File: config.mk
export PLATFORM = sky130hd
export DESIGN_NAME = sub8_serial
export DESIGN_NICKNAME = d
export VERILOG_FILES = /design/src/rtl/sub_serial_pkg.sv /design/src/rtl/fsub1.sv /design/src/rtl/sub8_serial.sv
export SDC_FILE = /design/constraint.sdc
export NUM_CORES = 1
export LEC_CHECK = 0
export BUFFER_PORTS_ARGS = -buffer_cell sky130_fd_sc_hd__buf_4
export CAP_MARGIN = 25
export CORE_UTILIZATION = 59
export DETAILED_ROUTE_END_ITERATION = 7
export HOLD_SLACK_MARGIN = 0.05
export PLACE_DENSITY_LB_ADDON = 0.15
export SLEW_MARGIN = 15
export SYNTH_ARGS = -nofsm -noshare
export SYNTH_HDL_FRONTEND = slang
export SYNTH_SLANG_ARGS = --single-unit
File: constraint.sdc
create_clock -name clock -period 2.6 [get_ports clock]
set_input_delay 0.39 -clock clock [delete_from_list [all_inputs] [get_ports clock]]
set_output_delay 0.39 -clock clock [all_outputs]
set_load 0.005 [all_outputs]
File: src/rtl/sub_serial_pkg.sv
// rtl/sub_serial_pkg.sv - shared state encoding and default width for the serial subtractor
package sub_serial_pkg;

  localparam int DEF_WIDTH = 8;

  typedef enum logic [1:0] {
    IDLE  = 2'd0,
    SHIFT = 2'd1,
    DONE  = 2'd2
  } state_t;

endpackage

File: src/rtl/fsub1.sv
// rtl/fsub1.sv - combinational 1-bit full subtractor (a - b - bin)
module fsub1 (
  input  logic a,
  input  logic b,
  input  logic bin,
  output logic d,
  output logic bout
);

  assign d    = a ^ b ^ bin;
  assign bout = (~a & b) | (~(a ^ b) & bin);

endmodule

File: src/rtl/sub8_serial.sv
// rtl/sub8_serial.sv - bit-serial unsigned subtractor, LSB first, start/busy/done handshake
module sub8_serial
  import sub_serial_pkg::*;
#(
  parameter int WIDTH = DEF_WIDTH,
  parameter int CNT_W = $clog2(WIDTH)
) (
  input  logic             clock,
  input  logic             reset,
  input  logic             start,
  input  logic [WIDTH-1:0] in0,
  input  logic [WIDTH-1:0] in1,
  output logic             busy,
  output logic             done,
  output logic [WIDTH-1:0] out,
  output logic             borrow
);

  state_t           state_q, state_d;
  logic [WIDTH-1:0] a_sr_q, a_sr_d;
  logic [WIDTH-1:0] b_sr_q, b_sr_d;
  logic [WIDTH-2:0] r_sr_q, r_sr_d;
  logic             br_q, br_d;
  logic [CNT_W-1:0] cnt_q, cnt_d;
  logic [WIDTH-1:0] out_q, out_d;
  logic             borrow_q, borrow_d;
  logic             busy_q, busy_d;
  logic             done_q, done_d;

  logic             d_w;
  logic             bout_w;
  logic [WIDTH-1:0] res_w;
  logic             last_w;

  fsub1 u_fsub1 (
    .a    (a_sr_q[0]),
    .b    (b_sr_q[0]),
    .bin  (br_q),
    .d    (d_w),
    .bout (bout_w)
  );

  // Partial result holds the WIDTH-1 bits already produced; the new bit enters at the MSB.
  assign res_w  = {d_w, r_sr_q};
  assign last_w = (cnt_q == CNT_W'(WIDTH - 1));

  always_comb begin
    state_d  = state_q;
    a_sr_d   = a_sr_q;
    b_sr_d   = b_sr_q;
    r_sr_d   = r_sr_q;
    br_d     = br_q;
    cnt_d    = cnt_q;
    out_d    = out_q;
    borrow_d = borrow_q;
    busy_d   = busy_q;
    done_d   = 1'b0;

    case (state_q)
      IDLE, DONE: begin
        busy_d = 1'b0;
        if (start) begin
          a_sr_d  = in0;
          b_sr_d  = in1;
          r_sr_d  = '0;
          br_d    = 1'b0;
          cnt_d   = '0;
          busy_d  = 1'b1;
          state_d = SHIFT;
        end else begin
          state_d = IDLE;
        end
      end

      SHIFT: begin
        a_sr_d = a_sr_q >> 1;
        b_sr_d = b_sr_q >> 1;
        r_sr_d = res_w[WIDTH-1:1];
        br_d   = bout_w;
        cnt_d  = cnt_q + CNT_W'(1);
        // out only moves on the final bit so it stays stable through the whole operation.
        if (last_w) begin
          out_d    = res_w;
          borrow_d = bout_w;
          busy_d   = 1'b0;
          done_d   = 1'b1;
          state_d  = DONE;
        end
      end

      default: begin
        busy_d  = 1'b0;
        state_d = IDLE;
      end
    endcase
  end

  always_ff @(posedge clock or posedge reset) begin
    if (reset) begin
      state_q  <= IDLE;
      a_sr_q   <= '0;
      b_sr_q   <= '0;
      r_sr_q   <= '0;
      br_q     <= 1'b0;
      cnt_q    <= '0;
      out_q    <= '0;
      borrow_q <= 1'b0;
      busy_q   <= 1'b0;
      done_q   <= 1'b0;
    end else begin
      state_q  <= state_d;
      a_sr_q   <= a_sr_d;
      b_sr_q   <= b_sr_d;
      r_sr_q   <= r_sr_d;
      br_q     <= br_d;
      cnt_q    <= cnt_d;
      out_q    <= out_d;
      borrow_q <= borrow_d;
      busy_q   <= busy_d;
      done_q   <= done_d;
    end
  end

  assign busy   = busy_q;
  assign done   = done_q;
  assign out    = out_q;
  assign borrow = borrow_q;

endmodule

==> results of run 1 <==
-- cell usage after synthesis --
master    count  area [um2]
o31ai_1       1       7.510
nor2b_1       4       25.02
nor2_4        1       11.26
a221o_1       1       10.01
mux2_2        9       101.4
inv_1         6       22.52
o22ai_1       9       56.30
dfrtp_1      40        1001
nor3_1        8       40.04
nand3b_4      1       20.02
a21oi_1       4       20.02
fa_1          1       20.02
o21ai_0       5       25.02
mux2i_1       6       60.06
ha_1          2       25.02
buf_6         5       56.30
buf_4         2       15.01
nand2b_1      2       12.51
a211oi_1      3       22.52
nor2b_4       1       13.76
nor2_1        9       33.78
nand3_1       4       20.02
and3b_1       1       8.760
clkbuf_1      1       3.750
nand2_1       2       7.510
a22oi_1       1       7.510
buf_2         2       10.01
a22o_1       10       87.58
-- state kept, by name, summed over array words and instances, names as in the netlist --
name     count
state_q      2
a_sr_q       8
b_sr_q       8
done         1
busy         1
borrow       1
out          8
r_sr_q       7
br_q         1
cnt_q        3
-- cell families after synthesis --
family	synth area share (%)
buffers and inverters	6.169
and+or+nand+nor	11.05
muxes	9.254
DFF	57.39
adders and majority gates	2.582
AOI/OAI and AO/OA	13.56
-- worst min-delay path, stage by stage --
cell	delay, ns
buf_4	0.11
inv_1	0.04
buf_4	0.42
-- cell usage in the layout, fill, tap and decap left out --
cell,count
mux2_2,9
nor2b_4,1
nand3_1,4
a22oi_1,1
a22o_1,10
nor2_4,1
clkbuf_4,5
nand2b_1,2
bufinv_16,3
dfrtp_1,40
a21oi_1,4
ha_1,2
a211oi_1,3
inv_1,6
nor3_1,8
mux2i_1,6
nor2_1,9
nand2_1,2
o21ai_0,5
o22ai_1,9
nand3b_4,1
a221o_1,1
o31ai_1,1
nor2b_1,4
buf_4,31
fa_1,1
and3b_1,1
-- report_power, final --
part	leakage, nW	switching, mW	internal, mW
Clock	0.0654	0.203	0.396
Combinational	0.434	0.398	0.474
Sequential	0.499	0.211	0.898
-- final cells by class --
class | count | area, um2 | area share (%)
Sequential cell | 40 | 1001 | 48.63
Clock inverter | 3 | 90.09 | 4.377
Multi-Input combinational cell | 85 | 635.6 | 30.88
Tap cell | 31 | 38.79 | 1.885
Timing Repair Buffer | 31 | 232.7 | 11.31
Clock buffer | 5 | 37.54 | 1.824
Inverter | 6 | 22.52 | 1.094
-- metal layers --
layer / up-vias / GRT usage (%)
li1: 564 / -
met1: 552 / 29.48
met2: 37 / 35.20
met3: 2 / 6.221
met4: 0 / 6.272
met5: - / 0
-- metrics by stage --
step	std cells	worst slack [ns]	util [%]	hold slack (ns)	power, mW
floorplan	141	1.154	-	0.4620	1.772
global placement	193	0.8778	69.41	0.4661	1.943
detailed placement	193	0.8058	69.41	0.4911	2.003
CTS	201	0.7999	74.00	0.1710	2.599
global route	201	0.6830	74.00	0.1956	2.751
finish	201	0.7970	74.00	0.1555	2.581
-- worst paths after layout --
check,from,to,slack (ns),cells after the start
max,state_q[0]$_DFFE_PP0P_,a_sr_q[3]$_DFFE_PP0P_,0.80,3
min,reset,r_sr_q[4]$_DFFE_PP0P_,0.16,3
max reg2reg,state_q[0]$_DFFE_PP0P_,a_sr_q[3]$_DFFE_PP0P_,0.80,3
min reg2reg,borrow$_DFFE_PP0P_,borrow$_DFFE_PP0P_,0.50,2
max in group asynchronous,reset,a_sr_q[6]$_DFFE_PP0P_,2.10,3
min in group clock,in1[6],b_sr_q[6]$_DFFE_PP0P_,0.26,3
==> results.ini, run 1 <==
[placement]
place_congestion=0.7691
io_buffers=29
place_area_um2=1931
hpwl_um=2089

[routing]
viasPerCell=5.746
ant_nets=0
vias=1155
met3_wirelength_um=151
highest_layer=met4
wl_per_cell_um=15.52
remaining_drc_errors=0
wl_met2_um=1523
wl_um=3120
drt_iter0_drc=24
wl_met1_um=1426
dr.pass1.iters=4

[finish]
syn_to_final_growth_pct=18.01
nFillCells=211
antenna_cells=0
finalInstanceArea_um2=2058
fin_nets=191
drive_gt1_share_pct=30.00

[synth]
syn_area_um2=1744
syn_nets=163
synthDistinctLibCells=28
synth_seq_cells=40
ys_seq_area_share_pct=57.39
ys_warn_count=0
netlist_instances=141
syn_avg_cell_area_um2=12.37

[flow_run]
drv_cap=0

[global_routing]
grt_overflow=0
grt_pass1_wl_um=5161
antenna_found_initial=0
grt_use_total_pct=21.94
grt_max_degree=41
grt_pass1_vias=1122

[clock_tree]
cts_max_level=2
clockBufferDepth=2
cts.clk_slew.worst_paths_ns=0.12
cts_tree=built
clock_sinks=40
cts_buffers=5
worstSkewPairLatency_ns=0.34
postCtsSetupBuffers=0
clock-root-buffer=clkbuf_4
holdBufCountCts=0
cts_resized=0

[sta]
hold_viol=0
relSlewSlack_pct=62.69
tns_ns=0
tightest_slew_ns=0.5597
slew_viol_final=0
fin_worst_skew_ns=0.003861
rsz0062_at_grt=no
setup_violations=0
post-route-period-util_pct=69.35
fmax_mhz=554.6
layout_min_cycle_time_ns=1.803

[worst_setup_path]
slowest_delay_ns=0.71
cp_cell_sequence=nor2b_4 -> nor2_4 -> a221o_1
cp_top_family=flip-flops
crit_buf_inv=0
crit_path_top_delay_cell=dfrtp_1
critPathArrivalTime_ns=2.04
crit_path_start_kind=flop
required_ns=2.84
path_max_fanout=19
cp-end-kind=flop
path_class=flop to flop

[floorplan]
core_um2=2781
rows=19
start_util_pct=62.71
pin_count=30
die_h_um=56.37
die_w_um=56.37
die-area_um2=3178

[run_status]
outcome=complete, no violations

[pwr]
vdd_drop_max_mv=0.9174
power_density_nw_per_um2=1254
leakage_nw=0.9988

[hold_path]
hold_class=primary input to async pin

No activity file was read; power rests on OpenSTA's default activity.
==> run 2, diff against run 1 <==
--- a/config.mk
+++ b/config.mk
@@ -5,9 +5,10 @@
 export SDC_FILE = /design/constraint.sdc
 export NUM_CORES = 1
 export LEC_CHECK = 0
+export ABC_AREA = 1
 export BUFFER_PORTS_ARGS = -buffer_cell sky130_fd_sc_hd__buf_4
 export CAP_MARGIN = 25
-export CORE_UTILIZATION = 59
+export CORE_UTILIZATION = 55
 export DETAILED_ROUTE_END_ITERATION = 7
 export HOLD_SLACK_MARGIN = 0.05
 export PLACE_DENSITY_LB_ADDON = 0.15
==> constraint.sdc (replaced) <==
create_clock -name clock -period 1.9 [get_ports clock]
set_input_delay 0.285 -clock clock [delete_from_list [all_inputs] [get_ports clock]]
set_output_delay 0.285 -clock clock [all_outputs]
set_load 0.005 [all_outputs]
==> run 2 against run 1 <==
Compared with the run above: first-iteration DRC count grew to 3.1 times the previous value; sequential cell count stayed put; cell count rose by 49%; worst hold slack lost 0.11 ns; count of clock-buffer cells in the layout is 1 higher; sequential power grew 31%; power up 43%; critical path type unchanged; critical endpoint is now out[7]$_DFFE_PP0P_; largest cell class unchanged; largest power group is now combinational logic; highest routed layer unchanged.
==> results.ini, run 2 <==
[run_status]
outcome=complete, no violations  ; unchanged

[clock_tree]
postCtsSetupBuffers=0  ; unchanged
worstSkewPairLatency_ns=0.34  ; about the same
clock-root-buffer=clkbuf_4  ; unchanged
holdBufCountCts=0  ; unchanged
clockBufferDepth=2  ; unchanged
cts.clk_slew.worst_paths_ns=0.12  ; about the same
cts_max_level=2  ; unchanged
cts_resized=0  ; unchanged
cts_buffers=5  ; unchanged
clock_sinks=40  ; unchanged
cts_tree=built  ; unchanged

[sta]
rsz0062_at_grt=no  ; unchanged
slew_viol_final=0  ; unchanged
hold_slack_ns=0.04565  ; was 0.1555 ns
layout_min_cycle_time_ns=1.377  ; was 1.803 ns
fin_worst_skew_ns=0.01294  ; was 0.003861 ns
relSlewSlack_pct=67.25  ; was 62.69%
tns_ns=0  ; unchanged
setup_ws_ns=0.5226  ; was 0.7970 ns
fmax_mhz=726.0  ; was 554.6 MHz
tightest_slew_ns=0.4913  ; was 0.5597 ns
post-route-period-util_pct=72.50  ; was 69.35%
setup_violations=0  ; unchanged
hold_viol=0  ; unchanged

[pwr]
power_density_nw_per_um2=1661  ; was 1254 nW/um2
vdd_drop_max_mv=0.7329  ; was 0.9174 mV
leakage_nw=1.256  ; was 0.9988 nW

[synth]
synth_common_cells=nand2_1 (70), inv_1 (41), dfrtp_1 (40), nand3_1 (28), o21ai_2 (8)  ; was dfrtp_1 (40), a22o_1 (10), mux2_2 (9), nor2_1 (9), o22ai_1 (9)
syn_nets=244  ; was 163
synth_edf_count=0  ; unchanged
synthDistinctLibCells=20  ; was 28
syn_avg_cell_area_um2=8.640  ; was 12.37 um2
synth_top_cell_by_area=dfrtp_1  ; unchanged
synth_ff_type=dfrtp_1  ; unchanged
ys_seq_area_share_pct=52.19  ; was 57.39%
async_flop_share_pct=100.0  ; unchanged
netlist_instances=222  ; was 141
synth_seq_cells=40  ; unchanged
ys_warn_count=0  ; unchanged
synth_top_area_share_pct=52.19  ; was 57.39%
synth_area_leaders=dfrtp_1 (52%), nand2_1 (14%), inv_1 (8.0%)  ; was dfrtp_1 (57%), mux2_2 (5.8%), a22o_1 (5.0%)
synth.most_common_cell=nand2_1  ; was dfrtp_1
syn_area_um2=1918  ; was 1744 um2

[worst_setup_path]
cp-end-kind=flop  ; unchanged
required_ns=2.15  ; was 2.84 ns
crit_path_start_kind=flop  ; unchanged
critPathArrivalTime_ns=1.63  ; was 2.04 ns
path_class=flop to flop  ; unchanged
reg2reg_slack_ns=0.52  ; was 0.80 ns
reg2reg_to=out[7]$_DFFE_PP0P_  ; was a_sr_q[3]$_DFFE_PP0P_
timing.rr.start=cnt_q[0]$_DFFE_PP0P_  ; was state_q[0]$_DFFE_PP0P_
path_max_fanout=19  ; unchanged
reg2reg_depth=6  ; was 3
critPathLaunch=cnt_q[0]$_DFFE_PP0P_  ; was state_q[0]$_DFFE_PP0P_

[routing]
wl_per_cell_um=10.77  ; was 15.52 um
vias=1402  ; was 1155
dr.pass1.iters=4  ; unchanged
ant_nets=0  ; unchanged
drt_iter0_drc=75  ; was 24
viasPerCell=4.673  ; was 5.746
remaining_drc_errors=0  ; unchanged
wl_um=3231  ; was 3120 um

[finish]
layout.cells.most_common=nand2_1  ; was dfrtp_1
antenna_cells=0  ; unchanged
finalInstanceArea_um2=2218  ; was 2058 um2
fin_nets=275  ; was 191
layout.cells.non_filler=300  ; was 201
layout_common_cells=nand2_1 (70), inv_1 (41), dfrtp_1 (40)  ; was dfrtp_1 (40), buf_4 (31), a22o_1 (10)
drive_gt1_share_pct=22.44  ; was 30.00%
syn_to_final_growth_pct=15.66  ; was 18.01%

[hold_path]
hold_class=primary input to async pin  ; unchanged

[placement]
place_inst=292  ; was 193
dp_worst_setup_slack_ns=0.5324  ; was 0.8058 ns
io_buffers=29  ; unchanged
hpwl_um=2145  ; was 2089 um
place_area_um2=2142  ; was 1931 um2
place_congestion=0.7103  ; was 0.7691

[global_routing]
grt_use_total_pct=20.00  ; was 21.94%
grt_overflow=0  ; unchanged
grt_pass1_wl_um=5402  ; was 5161 um
antenna_found_initial=0  ; unchanged
grt_pass1_vias=1251  ; was 1122
grt_max_degree=41  ; unchanged

[flow_run]
drv_cap=0  ; unchanged

[floorplan]
start_util_pct=57.48  ; was 62.71%
die_h_um=61.06  ; was 56.37 um
die-area_um2=3728  ; was 3178 um2
die_w_um=61.06  ; was 56.37 um
core_um2=3337  ; was 2781 um2
rows=21  ; was 19
pin_count=30  ; unchanged

run 2: power by group:
| part | switching (mW) | internal [mW] |
|---|---|---|
| clock network | 0.269 | 0.276 |
| logic | 1.00 | 0.689 |
| registers | 0.197 | 1.25 |
run 2: through the flow:
| step | util [%] | total power, mW |
|---|---|---|
| 2_1_floorplan | - | 2.807 |
| 3_3_place_gp | 64.19 | 3.128 |
| 3_5_place_dp | 64.19 | 3.176 |
| 4_1_cts | 66.48 | 3.723 |
| 5_1_grt | 66.48 | 4.044 |
| 6_report | 66.48 | 3.684 |
run 2: how the worst max path moves through the flow:
stage / end / slack, ns / cells after the start
floorplan: br_q$_DFFE_PP0P_ / 0.66 / 4
global placement: out[7]$_DFFE_PP0P_ / 0.55 / 6
detailed placement: out[1]$_DFFE_PP0P_ / 0.53 / 6
CTS: out[7]$_DFFE_PP0P_ / 0.51 / 6
global route: out[7]$_DFFE_PP0P_ / 0.39 / 6
finish: out[7]$_DFFE_PP0P_ / 0.52 / 6
run 2: area by class of cell:
type | count | area (um2)
clock buffer | 6 | 41.29
clock inverter | 2 | 35.03
fill | 299 | 1119
inverter | 44 | 170.2
multi-input combinational | 129 | 665.6
sequential | 40 | 1001
tap | 46 | 57.56
timing repair buffer | 33 | 247.7
run 2: critical path, stage by stage (launching register included):
cell and delay (ns):
dfrtp_1 0.42, ha_1 0.21, ha_1 0.23, nand2_4 0.23
inv_1 0.09, nand2_1 0.06, nand2_1 0.04
run 2: cell families after synthesis:
kind of cell	synth area share [%]
buffers and inverters	13.11
and+or+nand+nor	25.57
AOI/OAI and AO/OA	6.784
adders and majority gates	2.348
DFF	52.19
run 2: layer usage:
| metal | share of wire (%) | routed length, um | vias to the layer above | track usage, % |
|---|---|---|---|---|
| met4 | 0.65 | 21 | 0 | 4.870 |
| met5 | 0 | 0 | - | 0 |
| met2 | 49 | 1586 | 24 | 34.01 |
| li1 | - | - | 734 | - |
| met3 | 2.8 | 91 | 5 | 5.882 |
| met1 | 47 | 1531 | 639 | 25.14 |
